==> config.mk <==
export PLATFORM = sky130hd
export DESIGN_NAME = parity_err_collector
export DESIGN_NICKNAME = d
export VERILOG_FILES = /design/src/rtl/parity_err_pkg.sv /design/src/rtl/parity_rail_chk.sv /design/src/rtl/parity_err_collector.sv
export SDC_FILE = /design/constraint.sdc
export NUM_CORES = 1
export LEC_CHECK = 0
export ABC_AREA = 1
export CAP_MARGIN = 10
export CORE_MARGIN = 2
export CORE_UTILIZATION = 52
export CTS_BUF_LIST = sky130_fd_sc_hd__clkbuf_8
export DETAILED_ROUTE_END_ITERATION = 7
export HOLD_SLACK_MARGIN = 0.05
export PLACE_DENSITY = 0.89
export SYNTH_ARGS = -nofsm -noshare
export SYNTH_HDL_FRONTEND = slang
export SYNTH_SLANG_ARGS = --single-unit
==> constraint.sdc <==
create_clock -name ACLK -period 1.4 [get_ports ACLK]
set_input_delay 0.42 -clock ACLK [delete_from_list [all_inputs] [get_ports ACLK]]
set_output_delay 0.42 -clock ACLK [all_outputs]
set_load 0.005 [all_outputs]
==> src/rtl/parity_err_pkg.sv <==
// Shared types and default parameters for the parity error collector.
// FSM state encoding lives here so the bench and RTL agree on it.
package parity_err_pkg;

    typedef enum logic [1:0] {
        ST_IDLE   = 2'd0,
        ST_REPORT = 2'd1,
        ST_FATAL  = 2'd2
    } state_t;

    localparam int CNT_W_DEF     = 8;
    localparam int THRESH_DEF    = 4;
    localparam int RAIL_FILT_DEF = 2;

endpackage

==> src/rtl/parity_rail_chk.sv <==
// Dual-rail consistency checker: flags a sticky fault once ERR == ERR_B
// has persisted for RAIL_FILT consecutive cycles.
module parity_rail_chk
    import parity_err_pkg::*;
#(
    parameter int RAIL_FILT = RAIL_FILT_DEF
) (
    input  logic ACLK,
    input  logic RESET_ACLK,
    input  logic ERR,
    input  logic ERR_B,
    input  logic CLR,
    output logic trip,
    output logic fault
);

    localparam int RW = $clog2(RAIL_FILT + 1);
    localparam logic [RW-1:0] LAST = RW'(RAIL_FILT - 1);

    logic [RW-1:0] run;
    logic          mismatch;

    assign mismatch = (ERR == ERR_B);

    // trip fires on the cycle the run completes, so the FSM can
    // enter FATAL on the same edge the sticky flag sets.
    assign trip = mismatch && !CLR && (run >= LAST);

    // Mismatch run length (saturating) and the sticky fault flag.
    always_ff @(posedge ACLK or posedge RESET_ACLK) begin
        if (RESET_ACLK) begin
            run   <= '0;
            fault <= 1'b0;
        end else if (CLR) begin
            run   <= '0;
            fault <= 1'b0;
        end else if (mismatch) begin
            if (run < LAST) begin
                run <= run + 1'b1;
            end
            if (trip) begin
                fault <= 1'b1;
            end
        end else begin
            run <= '0;
        end
    end

endmodule

==> src/rtl/parity_err_collector.sv <==
// Parity error collector: counts valid error cycles, raises an
// acknowledged interrupt and escalates to a sticky fatal state.
module parity_err_collector
    import parity_err_pkg::*;
#(
    parameter int CNT_W     = CNT_W_DEF,
    parameter int THRESH    = THRESH_DEF,
    parameter int RAIL_FILT = RAIL_FILT_DEF
) (
    input  logic             ACLK,
    input  logic             RESET_ACLK,
    input  logic             ERR,
    input  logic             ERR_B,
    input  logic             IRQ_ACK,
    input  logic             CLR,
    output logic             O_IRQ,
    output logic             O_FATAL,
    output logic             O_RAIL_FAULT,
    output logic             O_ERR_STICKY,
    output logic [CNT_W-1:0] O_ERR_CNT
);

    localparam logic [CNT_W-1:0] CNT_MAX = '1;
    localparam logic [CNT_W-1:0] THR     = CNT_W'(THRESH);

    state_t           state;
    state_t           state_nxt;
    logic [CNT_W-1:0] cnt;
    logic             sticky;
    logic             err_valid;
    logic             rail_trip;
    logic             rail_fault;

    assign err_valid = ERR && !ERR_B;

    parity_rail_chk #(
        .RAIL_FILT (RAIL_FILT)
    ) u_rail_chk (
        .ACLK       (ACLK),
        .RESET_ACLK (RESET_ACLK),
        .ERR        (ERR),
        .ERR_B      (ERR_B),
        .CLR        (CLR),
        .trip       (rail_trip),
        .fault      (rail_fault)
    );

    // Saturating error counter and the "seen an error" flag.
    always_ff @(posedge ACLK or posedge RESET_ACLK) begin
        if (RESET_ACLK) begin
            cnt    <= '0;
            sticky <= 1'b0;
        end else if (CLR) begin
            cnt    <= '0;
            sticky <= 1'b0;
        end else if (err_valid) begin
            sticky <= 1'b1;
            if (cnt != CNT_MAX) begin
                cnt <= cnt + 1'b1;
            end
        end
    end

    // FSM state register.
    always_ff @(posedge ACLK or posedge RESET_ACLK) begin
        if (RESET_ACLK) begin
            state <= ST_IDLE;
        end else begin
            state <= state_nxt;
        end
    end

    // Next state: CLR beats rail fault beats ACK beats error; the
    // ACK decision uses the count before this cycle's increment.
    always_comb begin
        state_nxt = state;
        if (CLR) begin
            state_nxt = ST_IDLE;
        end else if (rail_trip) begin
            state_nxt = ST_FATAL;
        end else begin
            case (state)
                ST_IDLE: begin
                    if (err_valid) begin
                        state_nxt = ST_REPORT;
                    end
                end
                ST_REPORT: begin
                    if (IRQ_ACK) begin
                        state_nxt = (cnt >= THR) ? ST_FATAL : ST_IDLE;
                    end
                end
                ST_FATAL: begin
                    state_nxt = ST_FATAL;
                end
                default: begin
                    state_nxt = ST_IDLE;
                end
            endcase
        end
    end

    // Outputs decoded from registered state only.
    always_comb begin
        O_IRQ   = 1'b0;
        O_FATAL = 1'b0;
        case (state)
            ST_REPORT: O_IRQ   = 1'b1;
            ST_FATAL:  O_FATAL = 1'b1;
            default: begin
                O_IRQ   = 1'b0;
                O_FATAL = 1'b0;
            end
        endcase
    end

    assign O_ERR_CNT    = cnt;
    assign O_ERR_STICKY = sticky;
    assign O_RAIL_FAULT = rail_fault;

endmodule

# Yosys cells after proc, flatten, opt, wreduce, memory -nomap -nowiden
# Index checks and enable logic that the tools add are counted.
# W data, S select, Z words.
# totals
register_bits,14
input_bits,6
out_inout_bits,12
wordCells,49
# classes
add_sub_neg,2
n_lt_le_gt_ge,3
eq_ne,7
n_mux,19
n_reduce_logical,13
# op_table
cell,n
$mux W8,3
$mux W2,8
$add A8 B1 Y8 const B,1
$ge A8 B3 Y1 const B,1
$ne A4 B4 Y1 const B,2
$ne A8 B8 Y1 const B,1
$reduce_bool A2 Y1,4
$mux W1,7
$pmux W2 S3,1
$reduce_and A2 Y1,3
$logic_and A1 B1 Y1,3
$ne A3 B3 Y1 const B,1
$add A2 B1 Y2 const B,1
$eq A2 B1 Y1 const B,1
$eq A2 B2 Y1 const B,1
$ge A2 B1 Y1 const B,1
$logic_not A1 Y1,2
$logic_not A2 Y1,1
$lt A2 B1 Y1 const B,1
$eq A1 B1 Y1,1

# Logic depth before layout (Yosys ltp)
# logic_depth
word_depth,6
depth_mapped,9
depth_no_buf,8

# Hierarchy
# Synthesis repeated with hierarchy kept, for this count alone.
# unflattened
cells_unflattened,114
hier_area_um2,869.6
# by_module_without_submodules
module,n_inst,cells_each,area_each_um2,seq_area_each_um2
parity_err_collector,1,90,688.2,275.3
parity_rail_chk,1,24,181.4,75.1

# Worst setup path before layout
# Ideal clock, no wire load.
# synth_timing
kind,input -> register
startpoint,in ERR_B
endpoint,reg state[1]
arrival_ps,1201
slack_ps,128
stages,8
cell_sequence,inv_1 ha_1 inv_1 nor2_1 nand2_1 nand3_1 nand3_1 nor2_1
# synth_via
elab_chain_len,5
elab_cells_between_ends,10
cone_classes,3 x eq/ne; 2 x mux; 5 x reduce/logical
# synth_rtl
item,line,text
from (decl),parity_err_collector.sv:13,"input logic ERR_B,"
$eq A1 B1 Y1,parity_rail_chk.sv:23,assign mismatch = (ERR == ERR_B);
$logic_and A1 B1 Y1 (2 in series),parity_rail_chk.sv:27,assign trip = mismatch && !CLR && (run >= LAST);
$ne A4 B4 Y1 (no line) or $mux W2 (tied branches),n/a,
$reduce_and A2 Y1 (no line) or $mux W2 (tied branches),n/a,
to (signal assigned),parity_err_collector.sv:69,state <= state_nxt;
to (decl),parity_err_collector.sv:26,state_t state;
# Several ways; a longest one is shown, not always the timed one.
# A chain may end at the register's enable or synchronous reset.

# Worst setup path after layout
# layout_timing
startpoint,"reg cnt[0], in the netlist O_ERR_CNT[0]"
endpoint,out O_ERR_CNT[0]
# layout_lines
item,line,text
from (decl),parity_err_collector.sv:28,logic [CNT_W-1:0] cnt;
from (signal assigned),parity_err_collector.sv:59,cnt <= cnt + 1'b1;
to (decl),parity_err_collector.sv:20,output logic [CNT_W-1:0] O_ERR_CNT
# No word-level cell between the ends.

==> results.py <==
metrics = {
    "critical_path": {
        "r2r_slack_ns": 0.05,
        "path_class": "flip-flop to output pin",
        "crit_fanout": 2,
        "cp-end-kind": "output pin",
        "crit_start": "O_ERR_CNT[0]",
        "r2r-start": "O_ERR_CNT[0]",
        "critical_path.top_delay_family": "flip-flops",
        "arrival_ns": 0.94,
        "r2r-end": "O_ERR_CNT[4]",
        "critPathMaxStageDelay_ns": 0.40,
        "worstRegToRegCells": 9,
        "crit_chain": "dlygate4sd2_1",
        "critPathSlowestCell": "dfrtp_1",
        "endpoint": "O_ERR_CNT[0]",
        "critPathBufInv": 1,
        "required_ns": 0.98,
        "cp-start-kind": "flip-flop",
        "crit_cells": 1,
    },
    "timing": {
        "maxSlewHeadroom_pct": 77.7,
        "max_freq_ghz": 0.737,
        "grt_setup_unrepaired": "true",
        "hold_violations": 0,
        "skew_ns": 0.00272,
        "setup_violations": 0,
        "min_period_over_period_pct": 96.9,
        "drv_slew": 0,
        "post-route-min-period_ns": 1.36,
        "worstMarginPinSlew_ns": 0.334,
    },
    "synthesis": {
        "synth_ff_type": "dfrtp_1",
        "synth_edf_count": 0,
        "async_flop_share_pct": 100,
        "synth.area.top_cells": "dfrtp_1 (41%), nand2_1 (10%), nor2_1 (7.5%)",
        "yosysMostFrequentCell": "nand2_1",
        "synthesis.nets": 119,
        "synth_cell_types": 19,
        "seq_area_frac_synth_pct": 41.0,
        "postSynthAreaPerCell_um2": 7.84,
        "synth_top_area_share_pct": 41.0,
        "yosysWarnings": 0,
        "synthesis.area_um2": 855,
        "ys_seq_elements": 14,
        "ys_top_cells_by_count": "nand2_1 (23), nor2_1 (17), inv_1 (15), dfrtp_1 (14), nand3_1 (9)",
        "syn_inst": 109,
        "yosysTopAreaCell": "dfrtp_1",
    },
    "pwr": {
        "p_comb_share_pct": 21.3,
        "p_seq_share_pct": 40.6,
        "power.internal_uw": 779,
        "p_sw_share_pct": 27.8,
        "power_mw": 1.08,
        "ir_worst_vdd_uv": 804,
        "power_density_mw_per_mm2": 836,
        "clock_power_share_pct": 38.1,
        "p_leak_nw": 0.704,
        "switching_power_uw": 300,
    },
    "cts": {
        "cts_tree": "done",
        "cts_root_buf": "clkbuf_8",
        "clk_pin_slew_ns": 0.06,
        "cts_sinks": 14,
        "clockBufferDepth": 2,
        "hold_buffers": 0,
        "h-tree-depth": 1,
        "worstSkewPairLatency_ns": 0.25,
        "cts_buffers": 3,
    },
    "floorplanning": {
        "num_io_pins": 18,
        "die-width_um": 44.5,
        "dieArea_mm2": 0.00198,
        "core_area_mm2": 0.00152,
        "start_util_pct": 56.1,
        "rows": 14,
        "die_h_um": 44.5,
    },
    "flow_run": {
        "max_cap_violations": 0,
    },
    "placed_design": {
        "dpl.hpwl_mm": 1.61,
        "portBuffers": 17,
        "globalplace.congestion": 0.833,
        "post_dp_cell_area_mm2": 0.00115,
    },
    "route": {
        "firstDrtPassIters": 4,
        "wirelength_mm": 2.66,
        "drc": 0,
        "drtIter0Drc": 34,
        "postRouteAntennaNets": 0,
        "viasPerCell": 5.48,
        "via_count": 926,
        "avgRoutedWirePerCell_um": 15.7,
    },
    "grt": {
        "first_global_vias": 928,
        "grt_max_degree": 15,
        "grt-ovfl-total": 0,
        "track_usage_pct": 29.2,
        "antenna_found_initial": 0,
        "grt_pass1_wl_mm": 4.07,
    },
    "outcome": {
        "status": "complete, no violations",
    },
    "cells_and_area": {
        "antennaDiodeCount": 0,
        "drive_gt1_share_pct": 30.7,
        "final_area_mm2": 0.00129,
        "areaGrowthSynthToFinish_pct": 51.1,
        "fin_nets": 164,
    },
    "hold_path": {
        "hold_path_class": "flip-flop to flip-flop",
    },
}
[sequential cells by signal, summed over array words and instances, names as in the netlist]
signal            cells
O_ERR_CNT             8
state                 2
u_rail_chk.fault      1
O_ERR_STICKY          1
u_rail_chk.run        2
[power groups by stage]
| stage | clock [mW] | combinational, mW | sequential (mW) |
|---|---|---|---|
| 2_1_floorplan | 0 | 0.0951 | 0.446 |
| 3_3_place_gp | 0 | 0.183 | 0.445 |
| 3_5_place_dp | 0 | 0.195 | 0.447 |
| 4_1_cts | 0.405 | 0.208 | 0.437 |
| 5_1_grt | 0.427 | 0.252 | 0.440 |
| 6_report | 0.411 | 0.230 | 0.438 |
[timing repair]
action	in CTS	in global routing
endpoints found under the setup margin	25	10
pin swaps	6	6
gates resized for setup	27	7
setup buffers	5	3
cloned	0	1
[layout by cell type, fill, tap and decap left out, types with 2 or more instances in the layout]
| cell | count |
|---|---|
| xor2_1 | 3 |
| o21ai_2 | 2 |
| dfrtp_1 | 14 |
| nand2_4 | 2 |
| o21ai_0 | 6 |
| nor2_2 | 3 |
| clkdlybuf4s50_1 | 2 |
| a21oi_1 | 3 |
| nand2_1 | 22 |
| clkbuf_8 | 4 |
| buf_4 | 21 |
| inv_1 | 13 |
| nor2_1 | 15 |
| nand4_1 | 3 |
| ha_1 | 3 |
| buf_2 | 2 |
| buf_6 | 2 |
| dlygate4sd2_1 | 13 |
| inv_4 | 2 |
| inv_2 | 2 |
| nand3_1 | 8 |
[cell type report]
cell class                 instances  area (um2)
clock buffer                       4        55.1
fill                              85         233
inverter                          17        68.8
multi-input combinational         78         473
sequential                        14         350
tap                               16        20.0
timing repair buffer              40         324
[worst min path at each step]
| stage | startpoint | to | slack [ns] | cells after the start |
|---|---|---|---|---|
| after global routing | u_rail_chk.fault | u_rail_chk.fault | 0.52 | 2 |
| after detailed placement | u_rail_chk.fault | u_rail_chk.fault | 0.48 | 2 |
| final | u_rail_chk.fault | u_rail_chk.fault | 0.50 | 2 |
| after global placement | u_rail_chk.fault | u_rail_chk.fault | 0.47 | 2 |
| after CTS | RESET_ACLK | O_ERR_CNT[1] | 0.50 | 3 |
| after floorplan | RESET_ACLK | O_ERR_CNT[0] | 0.31 | 1 |
[routing by layer]
layer / vias up / wire, um / GRT usage [%]
li1: 434 / - / -
met1: 427 / 1030 / 32.6
met2: 47 / 1370 / 51.3
met3: 18 / 129 / 3.67
met4: 0 / 136 / 19.4
met5: - / 0 / 0
[metrics by stage]
step | setup slack (ns) | std cells | util, % | setup TNS, ns | hold slack [ns]
detailed placement | -0.533 | 156 | 75.2 | -4.94 | 0.481
finish | 0.0431 | 169 | 84.7 | 0 | 0.500
global placement | -0.380 | 156 | 75.2 | -3.71 | 0.469
CTS | 0.0189 | 165 | 80.4 | 0 | 0.496
global route | -0.0607 | 169 | 84.7 | -0.0856 | 0.524
floorplan | 0.128 | 109 | - | 0 | 0.309
[logic make-up (layout without fill, tap and decap cells)]
logic type               after synthesis  count (layout)  synth area share (%)
AO/OA/AOI/OAI                         13              13                  8.78
flip-flops                            14              14                  41.0
XOR/XNOR                               3               3                  3.08
buffers and inverters                 18              61                  9.37
AND/OR/NAND/NOR                       57              58                  31.9
adder cells (fa/ha/maj)                4               4                  5.86
(Power assumes the default switching activity.)
